### config.mk
export PLATFORM = sky130hd
export DESIGN_NAME = qrr_arb
export DESIGN_NICKNAME = d
export VERILOG_FILES = /design/src/rtl/qrr_arb_pkg.sv /design/src/rtl/rr_prio_enc.sv /design/src/rtl/qrr_arb.sv
export SDC_FILE = /design/constraint.sdc
export NUM_CORES = 1
export LEC_CHECK = 0
export CORE_AREA = 2 2 45 47
export DETAILED_ROUTE_END_ITERATION = 12
export DIE_AREA = 0 0 47 49
export MAX_ROUTING_LAYER = met4
export PLACE_DENSITY = 0.8
export SLEW_MARGIN = 40
export SYNTH_ARGS = -nofsm -noshare
export SYNTH_HDL_FRONTEND = slang
export SYNTH_SLANG_ARGS = --single-unit
### constraint.sdc
create_clock -name clk -period 3.99 [get_ports clk]
set_input_delay 0.798 -clock clk [delete_from_list [all_inputs] [get_ports clk]]
set_output_delay 0.798 -clock clk [all_outputs]
set_load 0.02 [all_outputs]
### src/rtl/qrr_arb_pkg.sv
// Shared types and constants for the transaction-locked round-robin arbiter.
// The beat layout is {eot[1:0], payload}; the payload width is set by each module.
package qrr_arb_pkg;

    typedef enum logic {
        IDLE   = 1'b0,
        LOCKED = 1'b1
    } state_t;

    localparam logic [1:0] EOT_LAST = 2'b11;

    // Only the outer end marker closes a transaction; 2'b01 and 2'b10 keep it open.
    function automatic logic is_last(input logic [1:0] eot);
        return eot == EOT_LAST;
    endfunction

endpackage

### src/rtl/rr_prio_enc.sv
// Rotating priority encoder: picks the first set request at or after ptr, wrapping at N.
// Purely combinational so it can sit in any arbiter's grant path.
module rr_prio_enc #(
    parameter int N = 2,
    localparam int SEL_W = $clog2(N)
) (
    input  logic [N-1:0]     req,
    input  logic [SEL_W-1:0] ptr,
    output logic [SEL_W-1:0] gnt_idx,
    output logic             any_req
);

    // Walk from the farthest offset down so the nearest request is the one that sticks.
    always_comb begin
        int idx;
        gnt_idx = '0;
        any_req = 1'b0;
        idx     = 0;
        for (int k = N - 1; k >= 0; k--) begin
            idx = int'(ptr) + k;
            if (idx >= N) idx = idx - N;
            if (req[idx[SEL_W-1:0]]) begin
                gnt_idx = idx[SEL_W-1:0];
                any_req = 1'b1;
            end
        end
    end

endmodule

### src/rtl/qrr_arb.sv
// Round-robin arbiter that holds its grant for a whole outer transaction and tags each
// forwarded beat with the source index; forwarding is zero-latency.
module qrr_arb
    import qrr_arb_pkg::*;
#(
    parameter int NUM_IN = 2,
    parameter int DIN_W  = 16,
    localparam int SEL_W = $clog2(NUM_IN)
) (
    input  logic                          clk,
    input  logic                          rst,
    input  logic [NUM_IN-1:0]             din_valid,
    output logic [NUM_IN-1:0]             din_ready,
    input  logic [NUM_IN-1:0][DIN_W-1:0]  din_data,
    output logic                          dout_valid,
    input  logic                          dout_ready,
    output logic [SEL_W+DIN_W-1:0]        dout_data
);

    typedef struct packed {
        logic [1:0]       eot;
        logic [DIN_W-3:0] payload;
    } qbeat_t;

    state_t           state;
    logic [SEL_W-1:0] lock_sel;
    logic [SEL_W-1:0] rr_ptr;
    logic [SEL_W-1:0] scan_idx;
    logic [SEL_W-1:0] grant;
    logic             any_req;
    logic             handshake;
    logic             last;
    qbeat_t           beat;

    function automatic logic [SEL_W-1:0] wrap_inc(input logic [SEL_W-1:0] s);
        if (int'(s) == NUM_IN - 1) return '0;
        return s + 1'b1;
    endfunction

    rr_prio_enc #(.N(NUM_IN)) u_enc (
        .req     (din_valid),
        .ptr     (rr_ptr),
        .gnt_idx (scan_idx),
        .any_req (any_req)
    );

    assign grant      = (state == LOCKED) ? lock_sel : scan_idx;
    assign beat       = qbeat_t'(din_data[grant]);
    assign dout_valid = !rst && ((state == LOCKED) ? din_valid[lock_sel] : any_req);
    assign dout_data  = {grant, beat};
    assign handshake  = dout_valid && dout_ready;
    assign last       = is_last(beat.eot);

    always_comb begin
        din_ready = '0;
        if (!rst) din_ready[grant] = dout_ready;
    end

    // Any presented beat that does not finish the transaction locks the grant, which also
    // keeps a stalled beat from being re-arbitrated away.
    always_ff @(posedge clk or posedge rst) begin
        if (rst) begin
            state    <= IDLE;
            lock_sel <= '0;
            rr_ptr   <= '0;
        end else begin
            case (state)
                IDLE: begin
                    if (dout_valid) begin
                        if (handshake && last) begin
                            rr_ptr <= wrap_inc(grant);
                        end else begin
                            state    <= LOCKED;
                            lock_sel <= grant;
                        end
                    end
                end
                LOCKED: begin
                    if (handshake && last) begin
                        state  <= IDLE;
                        rr_ptr <= wrap_inc(lock_sel);
                    end
                end
                default: state <= IDLE;
            endcase
        end
    end

endmodule

==> run summary <==
The run finished with clean final reports. The register bit total from synthesis came out at 3. The instance count of the mapped netlist came out at 48. The tree is rooted in a clkbuf_4.

The first detailed-routing pass ran for 4 iterations. Setup violations remaining at the end of the flow were counted as 0. After detailed routing, the number of remaining DRC violations is 0. The netlist area before placement is 478.0 µm². The final max-slew violation count is 0. Clock tree synthesis inserted a total of 3 buffers. The stage delay of the slowest cell on the critical path is 0.56 ns.

The starting DRC count in detailed routing is 5. The via count of the first global-routing pass is ~600. The areal power density over the cells is about 530 nW/µm². The minimum hold slack came out at 0.5112 ns. The required time at the endpoint of the critical path came out at 3.19 ns. The number of hold violations in the final report came out at 0. The post-route netlist has 16.82% of its cells at a drive strength greater than 1. The count of placed standard cells in the final layout, fillers left out is 134. The leftover overflow at the end of global routing came out at 0.

The register clock-pin slew on the reported worst setup and hold paths came out at 0.04 ns. Gates resized during post-CTS repair numbered 0. The die footprint came out at about 2300 µm². The number of primary I/O pins came out at 57. The worst setup path is of the primary input to primary output kind. In this run the worst path has a maximum fanout of 12.

In this run, synthesis inferred 0 flip-flops with an integrated enable. The worst ir drop on vdd is around 380 µV. The congestion estimate from routability-driven global placement came to 0.7463. The detail-routed net length per standard cell came out at 12.03 µm.

The max capacitance violation total is 0. The layout overhead on the synthesized area came out at 126.7%. The class of the worst hold path is flop to flop. The remaining antenna violation count after routing came out at 0. Buffers added to address setup during post-CTS repair amount to 0.

Setup repair after global routing left no endpoint under its margin. Among the stages of the critical path, the cell type that occurs most often is clkdlybuf4s50_1. The completed layout was analyzed and its total power is between 0.0005 and 0.0006 W. The post-layout utilization of the core came out at 58.83%.

The signal on the critical path passes through clkdlybuf4s50_1, nor2b_2, a21o_1, buf_4, mux2_2, clkdlybuf4s50_1. In this run, post-CTS hold repair placed 0 buffers. The total via count in the routed design came out at 585. The global-route wire length before repair is 2546 µm. Entering global routing, the biggest net connects 13 pins. The net count after synthesis came out at between 80 and 90. The largest individual stage delay along the critical path comes from the cell clkdlybuf4s50_1. The Yosys warning count came out at 0.

Summed over its instances, the top area cell type makes up 21.99% of the synthesized netlist area. The startpoint kind of the worst setup timing path is a primary input. The detailed-route vias per instance is 4.366. For the final database, setup skew stands at 0.003629 ns.

For this run, the top clock speed supported by timing is ~280 MHz. The sequential cell area fraction in the yosys report is 15.71%. The overall routed net length is 1612 µm.

The slew of the pin with the lowest slew margin came out at 0.2237 ns. The clock period minus worst slack is 3.595 ns. The floorplan step defined a core boundary enclosing 1842 µm². The number of buffer and inverter stages on the critical path came out at 3. The initial antenna violation count came out at 0. In this design, the largest share of critical-path delay is due to buffers and inverters. The final clock period utilization by the worst path is 90.10%. By instance count, the leading cell after synthesis is mux2_4. The total global-route track usage is 14.99%.

The floorplan row count came out at 16. Of all cell types, the one taking the most synthesized area is mux2_4. TritonCTS built the clock tree. The net count of the finished layout is ~150. The average size of a mapped cell is 9.957 µm². Summed over all failing endpoints, the final setup total negative slack is 0 ns. The endpoint class of the critical path is a primary output. By count the netlist is led by 7 x mux2_4, 6 x mux2_1, 4 x nand2_1.

Data on the critical path arrives at its endpoint at 2.80 ns. The post-synthesis async set-or-reset flop share is 100.0%. The most frequently used flop master after synthesis is dfrtp_1.

The die span in y came out at a little under 50 µm. The number of placed instances with taps included is 130. No sink is reached through more buffers than the 2 on the longest clock path. The netlist uses 23 different library cells. The placed wire-length estimate after detailed placement came out at 1363 µm. The tightest slew margin relative to the limit came out at 85.04%. The horizontal die dimension is 47 µm. The number of antenna diodes in the final layout is 0.

By area the synthesized netlist is led by mux2_4 22%, dfrtp_1 16%, mux2_1 14%, mux2_2 7.1%, buf_6 4.7%. For this configuration, the core starts out at a cell density of 25.95%. The number of buffer cells added on primary ports came out at 56. The clock sink count came out at 3. The clock latency at the later pin of the worst-skew pair is approximately 0.23 ns. CTS built an H-tree with a depth of 1.

The cell leakage power is 0.4496 nW.
## power breakdown
group	internal, W	leakage [nW]	switching [W]
clock	0.0000375	0.0150	0.0000161
sequential	0.0000432	0.0339	0.0000137
combinational	0.000263	0.401	0.000200
## cell type report
cell class / instances / area (µm²)
Tap cell: 27 / 33.78
Fill cell: 168 / 758.2
Clock buffer: 4 / 26.28
Inverter: 2 / 7.507
Multi-Input combinational cell: 40 / 365.4
Timing Repair Buffer: 58 / 575.6
Sequential cell: 3 / 75.07
## cells by family after synthesis
group / count (synthesis) / share of synthesized area [%]
buf+inv: 5 / 7.854
mux: 17 / 45.29
flops: 3 / 15.71
simple gates: 16 / 18.85
compound gates: 7 / 12.30
## layer usage
metal,track usage [%],vias up,wire length [µm]
li1,-,289,-
met5,-,-,0
met4,2.778,0,0
met3,1.111,0,95
met2,25.34,31,849
met1,19.14,265,666
## worst reg2reg max path, cell delays in order (launching register included)
cell and delay, ns:
dfrtp_1 0.44, and2_4 0.20, a21o_1 0.16, buf_4 0.18
a31oi_1 0.24, o31a_1 0.16, mux2i_1 0.20
## layout by cell type, fill, tap and decap left out, drive strengths merged
master,n
a22o,1
clkbuf,4
o31a,1
and2,1
a31oi,1
a21o,2
mux2i,1
dfrtp,3
nor2,3
o21a,1
nand2b,3
nor2b,2
nand3b,1
nand2,4
buf,2
inv,2
a211oi,1
nor3,1
and3b,1
mux2,16
clkdlybuf4s50,56
## path summary, 6_finish.rpt
kind,startpoint,end,slack (ns),cells past startpoint
worst max-delay path,din_valid[1],dout_data[15],0.39,6
worst min-delay path,rr_ptr,rr_ptr,0.51,1
worst min register to register,rr_ptr,rr_ptr,0.51,1
worst max register to register,state,lock_sel,2.32,6
min in group asynchronous,rst,state,0.81,2
max in group asynchronous,rst,lock_sel,3.03,2
## flip-flops by register name, summed over array words and instances (netlist names)
name,cells
rr_ptr,1
state,1
lock_sel,1
## stage by stage
step / setup slack (ns) / area, µm²
after global routing: 0.3288 / 1084
final: 0.3949 / 1084
after detailed placement: 0.4220 / 1057
after CTS: 0.4070 / 1084
after global placement: 0.4637 / 1057
after floorplan: 1.451 / 478.0
No activity file was read; power rests on OpenSTA's default activity.
